**src/rtl/countdown_ctrl.sv**
```systemverilog
// rtl/countdown_ctrl.sv - keypad-driven H:M:S countdown timer with alarm and 1 Hz prescaler
// Optional COUNTDOWN_AUTORELOAD_EN: an alarm that times out reloads the preset and keeps running.
module countdown_ctrl #(
  parameter int CLK_HZ    = 32000000,
  parameter int ALARM_SEC = 10
) (
  input  logic        mclk,
  input  logic        rst_n,
  input  logic [4:0]  key_code,
  output logic [4:0]  rem_h,
  output logic [5:0]  rem_m,
  output logic [5:0]  rem_s,
  output logic [3:0]  status,
  output logic        sec_p,
  output logic        alarm,
  output logic [15:0] bitmap
);

  localparam int PSC_W  = (CLK_HZ > 1) ? $clog2(CLK_HZ) : 1;
  localparam int ACNT_W = (ALARM_SEC > 1) ? $clog2(ALARM_SEC) : 1;
  localparam logic [PSC_W-1:0]  PSC_MAX  = PSC_W'(CLK_HZ - 1);
  localparam logic [ACNT_W-1:0] ACNT_MAX = ACNT_W'(ALARM_SEC - 1);

  localparam logic [4:0] KEY_MODE  = 5'd1;
  localparam logic [4:0] KEY_INC   = 5'd2;
  localparam logic [4:0] KEY_DEC   = 5'd3;
  localparam logic [4:0] KEY_START = 5'd4;
  localparam logic [4:0] KEY_CLEAR = 5'd5;

  typedef enum logic [2:0] {
    ST_IDLE  = 3'd0,
    ST_SET_H = 3'd1,
    ST_SET_M = 3'd2,
    ST_RUN   = 3'd3,
    ST_PAUSE = 3'd4,
    ST_ALARM = 3'd5
  } state_t;

  state_t              state, state_d;
  logic [4:0]          key_q;
  logic                ev_q;
  logic [4:0]          ev_code;
  logic [4:0]          preset_h, preset_h_d;
  logic [5:0]          preset_m, preset_m_d;
  logic [4:0]          rem_h_d;
  logic [5:0]          rem_m_d, rem_s_d;
  logic [PSC_W-1:0]    psc, psc_d;
  logic [ACNT_W-1:0]   alm_cnt, alm_cnt_d;
  logic                blink, blink_d;
  logic                sec_p_d;
  logic [15:0]         bitmap_d;

  logic k_mode, k_inc, k_dec, k_start, k_clear;
  logic tick, preset_nz, rem_last;

  // Press events are registered once more so commands land one cycle after detection.
  assign k_mode    = ev_q && (ev_code == KEY_MODE);
  assign k_inc     = ev_q && (ev_code == KEY_INC);
  assign k_dec     = ev_q && (ev_code == KEY_DEC);
  assign k_start   = ev_q && (ev_code == KEY_START);
  assign k_clear   = ev_q && (ev_code == KEY_CLEAR);
  assign tick      = (psc == PSC_MAX);
  assign preset_nz = (preset_h != 5'd0) || (preset_m != 6'd0);
  assign rem_last  = (rem_h == 5'd0) && (rem_m == 6'd0) && (rem_s == 6'd1);
  assign status    = {1'b0, state};
  assign bitmap_d  = {blink_d, 9'd0, 6'd1 << state_d};

  always_ff @(posedge mclk or negedge rst_n) begin
    if (!rst_n) begin
      state    <= ST_IDLE;
      key_q    <= '0;
      ev_q     <= 1'b0;
      ev_code  <= '0;
      preset_h <= '0;
      preset_m <= '0;
      rem_h    <= '0;
      rem_m    <= '0;
      rem_s    <= '0;
      psc      <= '0;
      alm_cnt  <= '0;
      blink    <= 1'b0;
      sec_p    <= 1'b0;
      alarm    <= 1'b0;
      bitmap   <= 16'h0001;
    end else begin
      state    <= state_d;
      key_q    <= key_code;
      ev_q     <= (key_q == 5'd0) && (key_code != 5'd0);
      ev_code  <= key_code;
      preset_h <= preset_h_d;
      preset_m <= preset_m_d;
      rem_h    <= rem_h_d;
      rem_m    <= rem_m_d;
      rem_s    <= rem_s_d;
      psc      <= psc_d;
      alm_cnt  <= alm_cnt_d;
      blink    <= blink_d;
      sec_p    <= sec_p_d;
      alarm    <= (state_d == ST_ALARM);
      bitmap   <= bitmap_d;
    end
  end

  always_comb begin
    state_d    = state;
    preset_h_d = preset_h;
    preset_m_d = preset_m;
    rem_h_d    = rem_h;
    rem_m_d    = rem_m;
    rem_s_d    = rem_s;
    psc_d      = '0;
    alm_cnt_d  = '0;
    blink_d    = 1'b0;
    sec_p_d    = 1'b0;
    case (state)
      ST_IDLE: begin
        if (k_mode) begin
          state_d = ST_SET_H;
        end else if (k_start && preset_nz) begin
          state_d = ST_RUN;
          rem_h_d = preset_h;
          rem_m_d = preset_m;
          rem_s_d = '0;
        end else if (k_clear) begin
          preset_h_d = '0;
          preset_m_d = '0;
          rem_h_d    = '0;
          rem_m_d    = '0;
          rem_s_d    = '0;
        end
      end
      ST_SET_H: begin
        if (k_inc)      preset_h_d = (preset_h == 5'd23) ? 5'd0 : preset_h + 5'd1;
        else if (k_dec) preset_h_d = (preset_h == 5'd0) ? 5'd23 : preset_h - 5'd1;
        else if (k_mode) state_d = ST_SET_M;
        rem_h_d = preset_h_d;
        rem_m_d = preset_m_d;
        rem_s_d = '0;
      end
      ST_SET_M: begin
        if (k_inc)      preset_m_d = (preset_m == 6'd59) ? 6'd0 : preset_m + 6'd1;
        else if (k_dec) preset_m_d = (preset_m == 6'd0) ? 6'd59 : preset_m - 6'd1;
        else if (k_mode) state_d = ST_IDLE;
        rem_h_d = preset_h_d;
        rem_m_d = preset_m_d;
        rem_s_d = '0;
      end
      ST_RUN: begin
        if (k_start) begin
          state_d = ST_PAUSE;
        end else if (k_clear) begin
          state_d = ST_IDLE;
          rem_h_d = preset_h;
          rem_m_d = preset_m;
          rem_s_d = '0;
        end else begin
          psc_d = tick ? '0 : psc + PSC_W'(1);
          if (tick) begin
            sec_p_d = 1'b1;
            if (rem_s != 6'd0) begin
              rem_s_d = rem_s - 6'd1;
            end else begin
              rem_s_d = 6'd59;
              if (rem_m != 6'd0) begin
                rem_m_d = rem_m - 6'd1;
              end else begin
                rem_m_d = 6'd59;
                rem_h_d = rem_h - 5'd1;
              end
            end
            if (rem_last) begin
              state_d = ST_ALARM;
              psc_d   = '0;
              blink_d = 1'b1;
            end
          end
        end
      end
      ST_PAUSE: begin
        if (k_start) begin
          state_d = ST_RUN;
        end else if (k_clear) begin
          state_d = ST_IDLE;
          rem_h_d = preset_h;
          rem_m_d = preset_m;
          rem_s_d = '0;
        end
      end
      ST_ALARM: begin
        // Any key at all silences the alarm, not just the command keys.
        if (ev_q) begin
          state_d = ST_IDLE;
          rem_h_d = preset_h;
          rem_m_d = preset_m;
          rem_s_d = '0;
        end else begin
          psc_d     = tick ? '0 : psc + PSC_W'(1);
          alm_cnt_d = alm_cnt;
          blink_d   = blink;
          if (tick) begin
            sec_p_d   = 1'b1;
            blink_d   = ~blink;
            alm_cnt_d = alm_cnt + ACNT_W'(1);
            if (alm_cnt == ACNT_MAX) begin
              alm_cnt_d = '0;
              blink_d   = 1'b0;
              psc_d     = '0;
              rem_h_d   = preset_h;
              rem_m_d   = preset_m;
              rem_s_d   = '0;
`ifdef COUNTDOWN_AUTORELOAD_EN
              state_d   = ST_RUN;
`else
              state_d   = ST_IDLE;
`endif
            end
          end
        end
      end
      default: state_d = ST_IDLE;
    endcase
  end

endmodule

```
**config.mk**
```make
export PLATFORM = sky130hd
export DESIGN_NAME = countdown_ctrl
export DESIGN_NICKNAME = d
export VERILOG_FILES = /design/src/rtl/countdown_ctrl.sv
export SDC_FILE = /design/constraint.sdc
export NUM_CORES = 1
export LEC_CHECK = 0
export CAP_MARGIN = 20
export CORE_MARGIN = 2
export CORE_UTILIZATION = 60
export CTS_BUF_LIST = sky130_fd_sc_hd__clkbuf_4 sky130_fd_sc_hd__clkbuf_8
export CTS_CLUSTER_DIAMETER = 80
export DETAILED_ROUTE_END_ITERATION = 10
export PLACE_DENSITY_LB_ADDON = 0.15
export SKIP_CTS_REPAIR_TIMING = 1
export SLEW_MARGIN = 20
export SYNTH_ARGS = -nofsm -noshare
export SYNTH_HDL_FRONTEND = slang
export SYNTH_SLANG_ARGS = --single-unit
export TNS_END_PERCENT = 1
```
**constraint.sdc**
```tcl
create_clock -name mclk -period 3.3 [get_ports mclk]
set_input_delay 0.495 -clock mclk [delete_from_list [all_inputs] [get_ports mclk]]
set_output_delay 0.495 -clock mclk [all_outputs]
set_load 0.05 [all_outputs]
```
==> reports/metrics.csv <==
metric;value;unit
CTS Sinks;74;
CTS Root Cell;clkbuf_8;
most common cell after layout, fill and taps aside;dfrtp_1;
Mapped Avg Cell Area;8.78;um2
Core Region;8180;um2
die width;95.7;um
Clock Latency Late Sink;0.37;ns
top cell type's share of synthesized area;0.362;
DRC violations left;0;
clock skew;0.0122;ns
drt pass-1 iters;6;
GRT Overall Usage;0.305;
Yosys cell types;80;
Syn. warnings;0;
RSZ-0062 raised after global routing;false;
Starting Density;0.616;
gpl congestion;0.923;
Hold WC Path Type;in2async;
critical path data arrival time;2.98;ns
wire per inst;18.3;um
gr ovfl total;0;
initial antenna violation count;0;
via count;4559;
Worst Path Required;3.56;ns
Clock power frac;0.380;
DR iter-0 viols;413;
vias in the first global route;4389;
first-pass GRT wire length;21600;um
final setup fails;0;
Critical Path Fanout Max;7;
Tcrit/Tclk final;0.825;
Site Rows;33;
Die Height;95.7;um
area grow syn2layout;11.0;%
Synth async-reset ratio;1.00;
Nets;621;
Leak;2.29;nW
min cycle time layout;2.72;ns
Most used DFF post-synth;dfrtp_1;
Routed Wire Length;13000;um
worst vdd ir;0.000281;V
Worst R2R Path Depth;8;
status;complete, no violations;
area leader, netlist;dfrtp_1;
cell count after synthesis;574;
Routed Antenna Nets;0;
Die ar.;9150;um2
sequential element share of the synthesized area;0.368;
Flop pwr share;0.509;
vias per cell;6.44;
worst-margin pin slew;0.937;ns
Net Switching;0.537;mW
Final Max Tran Viols;0;
switching part of the total;0.293;
CP startpoint kind;flip-flop;
number of synthesized flops with an enable pin;0;
CP Capture Type;flip-flop;
Slew Limit Headroom;0.375;
Post-Syn Area;5040;um2
setup tns final;0;ns
fillers;650;
f_max;367;MHz
clk slew on worst S/H paths;0.09;ns
flop and latch count out of synthesis;74;
P_int;1.30;mW
TritonCTS buffer count;9;
# IOs;46;
combinational fraction of design power;0.111;
number of port buffers;35;
worst hold margin;0.265;ns
max-cap check violation count;0;
hpwl dp;9250;um
Diodes inserted;0;
layout cells sized above 1;0.0912;
Setup CP Type;reg2reg;
CTS tree;yes;
pwr/cell area;328;nW/um2
synth top area cells;dfrtp_1, nor2_1, ha_1;
CTS Buffer Depth;2;
largest net degree at the start of global routing;75;
most frequent cells in the layout;dfrtp_1, nor2_1, nand2_1;
number of H-tree levels;3;
final hold violation count;0;
==> cell usage after synthesis (all sizes together) (4+ instances only) <==
master	n
a21o	12
ha	16
nor4	4
a211oi	10
a31oi	8
xnor2	14
a21oi	35
nor3	24
or3	9
nor2	70
o211ai	5
o21a	5
clkbuf	21
nor4b	7
nand2	36
inv	21
o22ai	5
o31ai	6
xor2	15
dfrtp	73
nand4	8
nand3	25
nor2b	4
nand2b	9
mux2	8
nand3b	4
and4	5
buf	22
o21ai	27
==> critical path: stages (launching register included) <==
cell and delay (ns):
dfrtp_1 0.46, inv_1 0.17, ha_1 0.18, or4b_4 0.51, nor3_4 0.29, o21ai_2 0.09
a221o_1 0.33, a221o_1 0.31, mux2_2 0.27
==> sequential cells by signal, indices dropped and copies added (netlist names), 3 cells and up <==
register  count
alm_cnt       4
bitmap        7
ev_code       5
preset_h      5
preset_m      6
psc          25
rem_h         5
rem_m         6
rem_s         6
state         3
==> power groups by stage <==
stage	Sequential [mW]	Combinational (mW)	Clock [mW]
6_report	0.933	0.203	0.696
5_1_grt	0.935	0.221	0.737
4_1_cts	0.933	0.202	0.704
3_5_place_dp	0.951	0.201	0
3_3_place_gp	0.950	0.199	0
2_1_floorplan	0.971	0.123	0
==> routing by layer <==
layer  up-vias  wire length (um)  track usage
met4         0               323        0.112
li1       2129                 -            -
met2       228              6010        0.465
met3        36               994       0.0672
met5         -                 0            0
met1      2166              5660        0.425
==> cells by family after synthesis <==
kind of cell,Yosys count,share of synthesized area
flops,74,0.368
xor+xnor,29,0.0504
other cells,1,0.000744
simple gates,230,0.250
buf+inv,64,0.0631
compound gates,149,0.202
mux,11,0.0268
fa+ha+maj,16,0.0397
==> final cells by class <==
type / instances / area, um2 / share of cell area
Clock buffer: 11 / 151 / 0.0271
Clock inverter: 5 / 37.5 / 0.00671
Inverter: 21 / 78.8 / 0.0141
Multi-Input combinational cell: 445 / 2900 / 0.519
Sequential cell: 74 / 1850 / 0.331
Tap cell: 105 / 131 / 0.0235
Timing Repair Buffer: 47 / 438 / 0.0783
==> worst paths after layout <==
check / start / endpoint / slack (ns)
setup / recovery: preset_h[0] / rem_h[0] / 0.58
hold / removal: rst_n / psc[21] / 0.27
setup reg to reg: preset_h[0] / rem_h[0] / 0.58
hold reg to reg: psc[0] / psc[0] / 0.49
max in group asynchronous: rst_n / state[1] / 2.42
min in group mclk: psc[0] / psc[0] / 0.49
==> stage by stage <==
step	power (mW)	utilization	std cells	setup slack, ns	cell area (um2)
2_1_floorplan	1.09	-	583	0.679	5070
3_3_place_gp	1.15	0.661	692	0.724	5400
3_5_place_dp	1.15	0.661	692	0.617	5400
4_1_cts	1.84	0.684	708	0.598	5590
5_1_grt	1.89	0.684	708	0.383	5590
6_report	1.83	0.684	708	0.578	5590
(Power assumes the default switching activity.)
